==> src/rtl/store_pkg.sv <==
// store_pkg: store size encoding, byte-mask helper and widest supported bus width.
package store_pkg;
   localparam int MAX_DATA_W = 64;
   typedef enum logic [1:0] {SZ_B, SZ_H, SZ_W, SZ_D} store_size_e;
   function automatic logic [MAX_DATA_W/8-1:0] size_mask(store_size_e sz);
      return sz == SZ_D ? 8'hFF : sz == SZ_W ? 8'h0F : sz == SZ_H ? 8'h03 : 8'h01;
   endfunction
endpackage

==> src/rtl/lane_placer.sv <==
// lane_placer: places store bytes on bus lanes; the upper half of the double-width shift is the spill-over beat.
module lane_placer
   import store_pkg::*;
#(
   parameter int DATA_W = 32
) (
   input  logic [DATA_W-1:0]           wd_i,
   input  logic [$clog2(DATA_W/8)-1:0] ofs_i,
   input  store_size_e                 size_i,
   output logic [DATA_W-1:0]           d0_o,
   output logic [DATA_W-1:0]           d1_o,
   output logic [DATA_W/8-1:0]         s0_o,
   output logic [DATA_W/8-1:0]         s1_o,
   output logic                        split_o
);
   localparam int NB = DATA_W / 8;
   logic [NB-1:0]       m;
   logic [DATA_W-1:0]   wd_m;
   logic [2*DATA_W-1:0] dw;
   logic [2*NB-1:0]     sw;
   always_comb begin
      m = NB'(size_mask(size_i));
      wd_m = '0;
      for (int i = 0; i < NB; i++) wd_m[8*i+:8] = m[i] ? wd_i[8*i+:8] : 8'h00;
      dw = {{DATA_W{1'b0}}, wd_m} << {ofs_i, 3'b000};
      sw = {{NB{1'b0}}, m} << ofs_i;
   end
   assign d0_o    = dw[DATA_W-1:0];
   assign d1_o    = dw[2*DATA_W-1:DATA_W];
   assign s0_o    = sw[NB-1:0];
   assign s1_o    = sw[2*NB-1:NB];
   assign split_o = |sw[2*NB-1:NB];
endmodule

==> src/rtl/store_aligner.sv <==
// store_aligner: registered store alignment to DATA_W bus beats, splitting boundary-crossing stores in two.
// STORE_ALIGNER_MISALIGN_TRAP_EN: crossing stores raise a one-cycle misalign_err instead of issuing beats.
module store_aligner
   import store_pkg::*;
#(
   parameter int DATA_W = 32,
   parameter int ADDR_W = 32
) (
   input  logic                clk,
   input  logic                reset,
   input  logic                req_valid,
   output logic                req_ready,
   input  logic [ADDR_W-1:0]   req_addr,
   input  logic [1:0]          req_size,
   input  logic [DATA_W-1:0]   req_wd,
   output logic                bus_valid,
   input  logic                bus_ready,
   output logic [ADDR_W-1:0]   bus_addr,
   output logic [DATA_W-1:0]   bus_wdata,
   output logic [DATA_W/8-1:0] bus_wstrb,
   output logic                busy
`ifdef STORE_ALIGNER_MISALIGN_TRAP_EN
   ,
   output logic                misalign_err
`endif
);
   localparam int NB = DATA_W / 8;
   localparam int OW = $clog2(NB);
   typedef enum logic [1:0] {IDLE, LAST, FIRST} state_e;
   state_e            state_q, state_d;
   logic [ADDR_W-1:0] addr_q, addr_d;
   logic [DATA_W-1:0] wdata_q, wdata_d, d0, d1;
   logic [NB-1:0]     wstrb_q, wstrb_d, s0, s1;
   logic              split, accept;
   store_size_e       sz;
`ifdef STORE_ALIGNER_MISALIGN_TRAP_EN
   logic              err_q, err_d;
`else
   logic [DATA_W-1:0] d1_q, d1_d;
   logic [NB-1:0]     s1_q, s1_d;
`endif
   // a dword on a 32-bit bus is illegal; degrade it to a word
   assign sz = (DATA_W == 32 && req_size == 2'd3) ? SZ_W : store_size_e'(req_size);
   lane_placer #(.DATA_W(DATA_W)) u_place (
      .wd_i(req_wd), .ofs_i(req_addr[OW-1:0]), .size_i(sz),
      .d0_o(d0), .d1_o(d1), .s0_o(s0), .s1_o(s1), .split_o(split)
   );
   assign req_ready = state_q == IDLE || (state_q == LAST && bus_ready);
   assign accept    = req_valid && req_ready;
   assign bus_valid = state_q != IDLE;
   assign busy      = state_q != IDLE;
   assign bus_addr  = addr_q;
   assign bus_wdata = wdata_q;
   assign bus_wstrb = wstrb_q;
`ifdef STORE_ALIGNER_MISALIGN_TRAP_EN
   assign misalign_err = err_q;
`endif
   always_comb begin
      state_d = state_q;
      addr_d  = addr_q;
      wdata_d = wdata_q;
      wstrb_d = wstrb_q;
`ifdef STORE_ALIGNER_MISALIGN_TRAP_EN
      err_d = 1'b0;
`else
      d1_d = d1_q;
      s1_d = s1_q;
`endif
      if (state_q == FIRST && bus_ready) begin
         state_d = LAST;
         addr_d  = addr_q + ADDR_W'(NB);
`ifndef STORE_ALIGNER_MISALIGN_TRAP_EN
         wdata_d = d1_q;
         wstrb_d = s1_q;
`endif
      end else if (state_q == LAST && bus_ready) state_d = IDLE;
      if (accept) begin
`ifdef STORE_ALIGNER_MISALIGN_TRAP_EN
         err_d   = split;
         state_d = split ? IDLE : LAST;
         if (!split) begin
            addr_d  = req_addr & ~ADDR_W'(NB - 1);
            wdata_d = d0;
            wstrb_d = s0;
         end
`else
         state_d = split ? FIRST : LAST;
         addr_d  = req_addr & ~ADDR_W'(NB - 1);
         wdata_d = d0;
         wstrb_d = s0;
         d1_d    = d1;
         s1_d    = s1;
`endif
      end
   end
   always_ff @(posedge clk or posedge reset) begin
      if (reset) begin
         state_q <= IDLE;
         addr_q  <= '0;
         wdata_q <= '0;
         wstrb_q <= '0;
`ifdef STORE_ALIGNER_MISALIGN_TRAP_EN
         err_q   <= 1'b0;
`else
         d1_q    <= '0;
         s1_q    <= '0;
`endif
      end else begin
         state_q <= state_d;
         addr_q  <= addr_d;
         wdata_q <= wdata_d;
         wstrb_q <= wstrb_d;
`ifdef STORE_ALIGNER_MISALIGN_TRAP_EN
         err_q   <= err_d;
`else
         d1_q    <= d1_d;
         s1_q    <= s1_d;
`endif
      end
   end
   a_no_dword_on_32: assert property (@(posedge clk) disable iff (reset)
      !(req_valid && DATA_W == 32 && req_size == 2'd3));
endmodule

==> config.mk <==
export PLATFORM = sky130hd
export DESIGN_NAME = store_aligner
export DESIGN_NICKNAME = d
export VERILOG_FILES = /design/src/rtl/store_pkg.sv /design/src/rtl/lane_placer.sv /design/src/rtl/store_aligner.sv
export SDC_FILE = /design/constraint.sdc
export NUM_CORES = 1
export LEC_CHECK = 0
export ABC_AREA = 1
export BUFFER_PORTS_ARGS = -buffer_cell sky130_fd_sc_hd__clkbuf_2
export CORE_ASPECT_RATIO = 0.8
export CORE_MARGIN = 4
export CORE_UTILIZATION = 40
export CTS_CLUSTER_DIAMETER = 80
export DETAILED_ROUTE_END_ITERATION = 6
export MAX_ROUTING_LAYER = met4
export PLACE_DENSITY = 0.63
export REMOVE_ABC_BUFFERS = 1
export SLEW_MARGIN = 20
export SYNTH_ARGS = -nofsm -noshare
export SYNTH_HDL_FRONTEND = slang
export SYNTH_SLANG_ARGS = --single-unit
==> constraint.sdc <==
create_clock -name clk -period 2.7 [get_ports clk]
set_input_delay 0.27 -clock clk [delete_from_list [all_inputs] [get_ports clk]]
set_output_delay 0.27 -clock clk [all_outputs]
set_load 0.02 [all_outputs]
==> results of run 1 <==
-- per-stage QoR --
step                std cells  hold slack [ps]
finish                   1099              123
global route             1099              144
CTS                      1099              142
detailed placement       1083              465
global placement         1083              461
floorplan                 750              380
-- per-layer routing --
layer  wire [um]  part of all wire (%)  track usage, %
met1        8510                    51            33.1
met2        7120                    43            32.3
met3         845                   5.1            3.38
met4         233                   1.4            5.87
met5           0                     0               -
-- logic make-up after synthesis --
| family | count (synthesis) | share of synthesized area [%] |
|---|---|---|
| simple gates | 462 | 35.4 |
| xor+xnor | 9 | 1.43 |
| buf+inv | 119 | 9.04 |
| fa+ha+maj | 1 | 0.228 |
| other cells | 1 | 0.0682 |
| flops | 95 | 43.3 |
| compound gates | 97 | 10.5 |
-- layout make-up --
cell class | count | area share, %
flip-flops and latches | 95 | 35.6
repair buffers | 153 | 12.0
inverters | 84 | 4.76
clock buffers | 10 | 3.58
well taps | 180 | 3.38
clock inverters | 6 | 1.26
multi-input cells | 571 | 39.3
-- path summary, 6_finish.rpt --
kind | end | from | cells past startpoint | slack, ps
setup / recovery | bus_addr[12] | state_q[0] | 9 | 730
hold / removal | bus_wdata[10] | reset | 2 | 120
setup reg to reg | bus_addr[12] | state_q[0] | 9 | 730
hold reg to reg | s1_q[2] | s1_q[2] | 2 | 480
max in group asynchronous | d1_q[23] | reset | 3 | 1810
min in group clk | bus_addr[21] | req_addr[21] | 3 | 150
-- cells in the mapped netlist, drive strengths merged, types with 2 or more instances --
master	number
xnor2	2
or2	9
dfrtp	95
a21oi	10
o31ai	7
nand3b	3
a31oi	10
nand4	11
o21ai	44
o21bai	9
nand3	70
inv	83
nor3	3
xor2	7
nor2	87
o211ai	11
o22ai	3
nand2	277
clkbuf	10
buf	25
-- power by group --
| group | internal (W) | switching, W | leakage, nW |
|---|---|---|---|
| sequential | 0.00206 | 0.000542 | 1.19 |
| clock | 0.000835 | 0.000558 | 0.162 |
| combinational | 0.00111 | 0.00218 | 2.15 |
| total | 0.00401 | 0.00328 | 3.51 |
-- sequential cells by signal, indices dropped and copies added (netlist names) --
register	flops
bus_wstrb	4
bus_wdata	32
d1_q	24
state_q	2
bus_addr	30
s1_q	3
-- layout by cell type (no fill, tap or decap), drive strengths merged, types with 9 or more instances in the layout --
cell,netlist,final
nand3,70,70
a21oi,10,10
inv,83,83
o21bai,9,9
o21ai,44,44
nor2,87,87
nand4,11,11
dfrtp,95,95
a31oi,10,10
nand2,277,277
or2,9,9
o211ai,11,11
clkbuf,10,148
buf,25,15
==> impl_metrics.ini, run 1 <==
[clock_network]
numCtsBuffers = 9
h-tree-depth = 3
clockBufferDepth = 2
cts_resized = 0
clkSlewWorstSetupHoldPaths_ps = 70
cts_tree = yes
cts_root_buf = clkbuf_16
clk_latency_ps = 340
holdBufCountCts = 0
numClockSinks = 95
cts_setup_buffers = 0

[route]
first_pass_iters = 5
drc = 0
vias = 5521
wl_per_cell_um = 15.2
first_iter_violations = 384
drt.antenna.violating_nets = 0
routed_wl_um = 16700
vias_per_cell = 5.02

[power_and_ir_drop]
p_leak_nw = 3.51
p_per_area_nw_per_um2 = 1090
ir_drop_mv = 0.459
p_total_w = 0.00729

[min_path]
hp-class = in2async

[timing]
drv_slew = 0
fin_ws_ps = 728
worst_slew_pin_slew_ps = 930
rsz0062_at_grt = false
fmax_mhz = 507
relSlewSlack_pct = 38.0
hold_viol = 0
finalClockSkew_ps = 6.38
finalCritPeriodShare_pct = 73.0
fin_tns_setup_ps = 0
finalCriticalPeriod_ps = 1970
setup_viol = 0

[placed_design]
pre_cts_ws_ps = 730
dp_hpwl_um = 12200
place_area_um2 = 6350
io_buffers = 138
gp_congestion = 0.854

[synth]
netlist_instances = 784
synth_top_area_cell = dfrtp_1
synth-main-ff-cell = dfrtp_1
synth_top_area_share_pct = 43.3
ys_seq_elements = 95
yosysSeqAreaShare_pct = 43.3
syn_area_per_cell_um2 = 7.01
yosysUniqueCellTypes = 39
netlist_area_um2 = 5500
synth_edf_count = 0
ys_warn_count = 0
synth_area_leaders = dfrtp_1 43%, nand2_1 19%, nand3_1 6.4%, nor2_1 5.7%, inv_1 5.3%
synth-async-reset-ratio_pct = 100

[grt]
grt_pass1_vias = 5292
grt.total_usage_pct = 22.4
grt_max_degree = 73
overflow = 0
antenna_found_initial = 0
grt_pass1_wl_um = 27800

[floorplan]
start_util_pct = 40.7
io_pins = 141
die_w_um = 139
dieHeight_um = 113
rows = 38
core_um2 = 13500
die_area_um2 = 15700

[finish]
multiInputGateArea_um2 = 2630
diodes = 0
ff_latch_area_um2 = 2380
areaGrowthSynthToFinish_pct = 21.4
post-route-util_pct = 49.4
drive_above_1_share_pct = 20.3
design_area_um2 = 6670
nNetsFinal = 985
n_fill_cell = 1438

[setup_path]
critPathMaxFanout = 30
worstPathCellList = inv_2, nor2_4, nor2_2, nand2_4, nand2_4, inv_2, nand2_1, nand2_1, o21bai_1
cp_top_family = simple AND/OR/NAND/NOR gates
end_kind = register
critPathKind = reg2reg
required_ps = 2970
slowest_delay_ps = 490
crit_buf_inv = 2
startpoint_type = register
worst_path_max_delay_cell = inv_2
crit_arrival_ps = 2240

[run]
max-cap-violations = 0

[status]
status = finished clean
No activity file was read; power rests on OpenSTA's default activity.
==> run 2, diff against run 1 <==
clock period = 1.7 ns   (was 2.7 ns; I/O delays follow)
==> run 2 against run 1 <==
- global-route usage rose by 0.76 points
- fmax rose by 26%
- final cell count rose by 1.9%
- critical path type unchanged
- first-iteration DRC count rose by 14%
- hold slack got worse by 84 ps
- sequential power rose by 56%
- die area did not move
- non-clock buffer count rose by 21
- clock-buffer cell count rose by 2
- combinational power rose by 71%
- clock skew barely moved
- wire length rose by 3.6%
==> impl_metrics.ini, run 2 (synthesized netlist as in run 1, its figures left out) <==
[finish]
n_fill_cell = 1395
areaGrowthSynthToFinish_pct = 25.5
final_common_cell = nand2_1
drive_above_1_share_pct = 22.6
layout_common_cells = 274 x nand2_1, 138 x clkbuf_2, 94 x dfrtp_1, 77 x nor2_1, 77 x inv_1
nNetsFinal = 1006
largest_register_ffs = 32
final_cells = 1120

[setup_path]
critPathMaxFanout = 13
startpoint_type = register
r2r_cells = 9
required_ps = 1950
slowest_delay_ps = 370
critPathKind = reg2reg
r2r-end = bus_wdata[18]
end_kind = register
cp_top_family = simple AND/OR/NAND/NOR gates
worstPathCellList = inv_2, nor2_4, nor2_2, nand2_4, nand2_8, buf_4, or2_2, nand2_1, inv_1
r2r-start = state_q[0]
worst_path_max_delay_cell = dfrtp_1
crit_arrival_ps = 1810
r2r_slack_ps = 130
crit_buf_inv = 3

[grt]
antenna_found_initial = 1
grt_pass1_wl_um = 28200
grt_pass1_vias = 5319
grt_max_degree = 45
grt.total_usage_pct = 23.2
overflow = 0

[power_and_ir_drop]
p_total_w = 0.0117
p_leak_nw = 3.60
ir_drop_mv = 0.820
p_per_area_nw_per_um2 = 1700

[clock_network]
cts_root_buf = clkbuf_16
numClockSinks = 95
h-tree-depth = 3
clkSlewWorstSetupHoldPaths_ps = 70
clockBufferDepth = 2
cts_tree = yes
cts_setup_buffers = 0
numCtsBuffers = 9
clk_latency_ps = 350

[run]
max-cap-violations = 0

[status]
status = finished clean

[route]
first_iter_violations = 439
wl_per_cell_um = 15.5
drt.antenna.violating_nets = 0
vias_per_cell = 4.95
drc = 0
first_pass_iters = 5
vias = 5540
routed_wl_um = 17300

[timing]
worst_slew_pin_slew_ps = 991
finalCriticalPeriod_ps = 1570
finalClockSkew_ps = 6.16
setup_viol = 0
finalCritPeriodShare_pct = 92.2
drv_slew = 0
relSlewSlack_pct = 33.7
hold_viol = 0
rsz0062_at_grt = true
fmax_mhz = 638

[floorplan]
dieHeight_um = 113
core_um2 = 13500
io_pins = 141
start_util_pct = 40.7
die_w_um = 139
rows = 38
die_area_um2 = 15700

[min_path]
whs_path_depth = 3
hold_start = req_addr[25]
hp-class = in2reg
hold-path-endpoint = bus_addr[25]

[placed_design]
io_buffers = 138
gp_congestion = 0.920
dp_hpwl_um = 12900
dp.cells = 1103
[run 2: worst max-delay path by stage]
stage | startpoint | end | cells past startpoint
5_1_grt | bus_addr[2] | bus_addr[24] | 9
6_report | state_q[0] | bus_wdata[18] | 9
4_1_cts | bus_addr[2] | bus_addr[30] | 10
3_5_place_dp | bus_addr[2] | bus_addr[26] | 10
3_3_place_gp | bus_addr[2] | bus_addr[26] | 10
2_1_floorplan | reset | bus_addr[10] | 1
[run 2: final cells by class]
| class | count | area, um2 | share of cell area (%) |
|---|---|---|---|
| Clock buffer | 12 | 246 | 3.57 |
| Clock inverter | 3 | 43.8 | 0.635 |
| Antenna cell | 1 | 2.50 | 0.0363 |
| Inverter | 84 | 323 | 4.68 |
| Timing Repair Buffer | 174 | 1010 | 14.7 |
| Multi-Input combinational cell | 571 | 2660 | 38.6 |
| Sequential cell | 95 | 2380 | 34.5 |
| Tap cell | 180 | 225 | 3.27 |
[run 2: worst min-delay path, cell delays in order]
cell	delay (ps)
clkbuf_2	70
nand2_1	40
nand3_1	60
[run 2: per-stage QoR]
stage          area (um2)  hold slack [ps]  setup WS [ps]  TNS [ps]  utilization (%)
2_1_floorplan        5320              280           -947   -113540                -
3_5_place_dp         6540              136          -26.0     -34.1             48.4
6_report             6900             39.1            133         0             51.1
5_1_grt              6900             44.5          -7.66     -19.1             51.1
3_3_place_gp         6540              130           25.7         0             48.4
4_1_cts              6840             32.5           10.8         0             50.7
[run 2: report_power, final]
group	total (W)	switching (W)	leakage (nW)	internal, W
Combinational	0.00564	0.00364	2.27	0.00200
Sequential	0.00406	0.000790	1.19	0.00327
Clock	0.00204	0.000861	0.143	0.00117
[run 2: metal layers]
| layer | wire (um) | up-vias | GRT usage, % |
|---|---|---|---|
| met5 | 0 | - | - |
| met4 | 255 | 0 | 5.80 |
| met3 | 1030 | 20 | 4.56 |
| met2 | 7340 | 186 | 33.2 |
| met1 | 8690 | 2524 | 33.8 |
| li1 | - | 2810 | - |
[run 2: what timing repair did]
item	4_1_cts	5_1_grt
endpoints found under the setup margin	3	27
resized for setup	2	14
pin swaps	0	0
hold endpoints to repair	17	0
hold buffers	1	0
==> run 3, diff against run 2 <==
PLACE_DENSITY = 0.62   (was 0.63)
SYNTH_HIERARCHICAL = 1   (was not set)
==> run 3 against run 2 <==
- register-to-register slack better by 30 ps
- core utilization shrank 1.6 points
- sequential share of layout area rose by 0.21 points
- cell area is 8.9% higher
- synthesized cell count rose by 15%
- clock-buffer cell count decreased by 3
- critical endpoint is now bus_addr[28]
- largest power group unchanged
==> impl_metrics.ini, run 3 <==
[synth]
synth_xor_area_share_pct = 1.40
synth.area.mux_share_pct = 0
yosysUniqueCellTypes = 35
ys_top_cells_by_count = 415 x nand2_1, 104 x dfrtp_1, 78 x nand3_1, 64 x nor2_1, 43 x inv_1
yosysSeqAreaShare_pct = 41.7
syn_area_per_cell_um2 = 6.94
ys_seq_elements = 104
netlist_area_um2 = 6240
synth-async-reset-ratio_pct = 100
synth-main-ff-cell = dfrtp_1
synth.most_common_cell = nand2_1
synth_top_area_cell = dfrtp_1
synth_adder_area_share_pct = 0.201
synth_top_area_share_pct = 41.7
synth-compound-area-share_pct = 9.21
ys_warn_count = 6
synthSimpleGateAreaFrac_pct = 38.3
synth_edf_count = 0
synth_top_family_by_area = simple AND/OR/NAND/NOR gates
netlist_instances = 899
synth_area_leaders = dfrtp_1 42%, nand2_1 25%, nand3_1 6.3%, o211ai_1 4.8%, nor2_1 3.9%

[route]
drt.antenna.violating_nets = 0
vias = 6113
first_pass_iters = 6
vias_per_cell = 4.91
wl_per_cell_um = 14.8
drc = 0
routed_wl_um = 18400
first_iter_violations = 483

[floorplan]
dieHeight_um = 120
rows = 40
die_w_um = 148
io_pins = 141
die_area_um2 = 17700
start_util_pct = 41.1
core_um2 = 15200

[finish]
drive_above_1_share_pct = 20.2
n_fill_cell = 1575
design_area_um2 = 7510
final_cells = 1244
diodes = 0
layout_common_cells = 415 x nand2_1, 138 x clkbuf_2, 102 x dfrtp_1, 78 x nand3_1, 64 x nor2_1
multiInputGateArea_um2 = 3110
nNetsFinal = 1100
ff_latch_area_um2 = 2610
final_common_cell = nand2_1
areaGrowthSynthToFinish_pct = 20.3

[placed_design]
gp_congestion = 0.896
place_area_um2 = 7170
dp_hpwl_um = 13200
io_buffers = 138
dp.cells = 1227

[grt]
overflow = 0
grt_pass1_wl_um = 30300
antenna_found_initial = 0
grt_max_degree = 75
grt_pass1_vias = 5794
grt.total_usage_pct = 21.9

[power_and_ir_drop]
p_per_area_nw_per_um2 = 1590
combPwrFrac_pct = 43.4
swShare_pct = 44.5
clkPwrFrac_pct = 19.3
ir_drop_mv = 0.749
seqPwrFrac_pct = 37.3
p_int_w = 0.00662
p_leak_nw = 3.89
switching_power_w = 0.00531

[clock_network]
numCtsBuffers = 9
clkSlewWorstSetupHoldPaths_ps = 70
clockBufferDepth = 2
h-tree-depth = 3
numClockSinks = 104
cts_tree = yes
cts_root_buf = clkbuf_16
clk_latency_ps = 350

[timing]
drv_slew = 0
rsz0062_at_grt = false
finalClockSkew_ps = 9.51
finalCriticalPeriod_ps = 1540
finalCritPeriodShare_pct = 90.4
hold_viol = 0
setup_viol = 0
fmax_mhz = 651

[setup_path]
crit_buf_inv = 0
required_ps = 1940
worst_path_max_delay_cell = dfrtp_1
worstPathCellList = nand2_1, nor2_1, nand2_1, nor2_1, nand2_1, nand2_1, nand2_1, nand2_1, nand3_1
cp_top_family = simple AND/OR/NAND/NOR gates
critPathMostFrequentCell = nand2_1
slowest_delay_ps = 440
end_kind = register
crit_arrival_ps = 1780
critPathKind = reg2reg
startpoint_type = register
critPathMaxFanout = 4

[status]
status = finished clean

[min_path]
hp-class = in2reg

[run]
max-cap-violations = 0
## run 3: cell types whose count changed after synthesis, moves of 10 or more
cell,previous run,this run
a31oi_1,10,0
buf_4,5,19
inv_1,78,43
nand2_1,274,415
nor2_1,83,64
o211ai_1,11,40
o21ai_0,40,20
## run 3: metrics by stage
stage / setup TNS, ps / total power, W / hold WS, ps / setup WS [ps] / util (%)
6_report: 0 / 0.0119 / 24.8 / 164 / 49.5
5_1_grt: 0 / 0.0128 / 36.1 / 19.8 / 49.5
4_1_cts: 0 / 0.0120 / 13.0 / 163 / 49.5
3_5_place_dp: 0 / 0.00969 / 109 / 182 / 47.3
3_3_place_gp: 0 / 0.00962 / 113 / 188 / 47.3
2_1_floorplan: -184850 / 0.00756 / 287 / -1200 / -
## run 3: tightest hold or removal path, stage by stage
cell	delay, ps
clkbuf_2	80
nand2_1	40
o21ai_0	50
## run 3: kinds of logic after synthesis
logic type / after synthesis
AOI/OAI and AO/OA: 87
adders and majority gates: 1
buffers and inverters: 109
xor gates and xnor gates: 10
and+or+nand+nor: 586
DFF: 104
other: 2
## run 3: power groups by stage
stage	clock [W]	combinational [W]	sequential (W)
final	0.00230	0.00518	0.00445
after global routing	0.00243	0.00578	0.00461
after CTS	0.00235	0.00523	0.00444
after detailed placement	0	0.00522	0.00448
after global placement	0	0.00516	0.00446
after floorplan	0	0.00242	0.00515
## run 3: area by class of cell
cell class              count  share of cell area [%]
well taps                 210                    3.50
multi-input cells         695                    41.4
repair buffers            169                    13.5
clock inverters             7                    1.37
clock buffers               9                    3.00
inverters                  50                    2.53
flip-flops and latches    104                    34.7
## run 3: final timing paths
kind                       slack (ps)  cells after the start           end         start
setup / recovery                  160                      9  bus_addr[28]  bus_addr[14]
hold / removal                     20                      3   bus_addr[4]   req_addr[4]
setup reg to reg                  160                      9  bus_addr[28]  bus_addr[14]
hold reg to reg                   470                      2      d1_q[27]      d1_q[27]
max in group asynchronous         820                      4  bus_addr[20]         reset
min in group asynchronous         280                      3  bus_wstrb[0]         reset
## run 3: repair_timing
| item | 4_1_cts | 5_1_grt |
|---|---|---|
| hold buffers | 1 | 0 |
| endpoints found under the setup margin | 0 | 5 |
| setup buffers | 0 | 0 |
| gates resized for setup | 0 | 2 |
| endpoints found under the hold margin | 20 | 0 |
## run 3: routing by layer
metal / up-vias / part of all wire (%) / wire (um) / GRT usage, %
li1: 3099 / - / - / -
met1: 2825 / 50 / 9110 / 32.4
met2: 173 / 43 / 7960 / 31.3
met3: 16 / 6.3 / 1150 / 4.00
met4: 0 / 0.95 / 174 / 4.83
met5: - / 0 / 0 / -
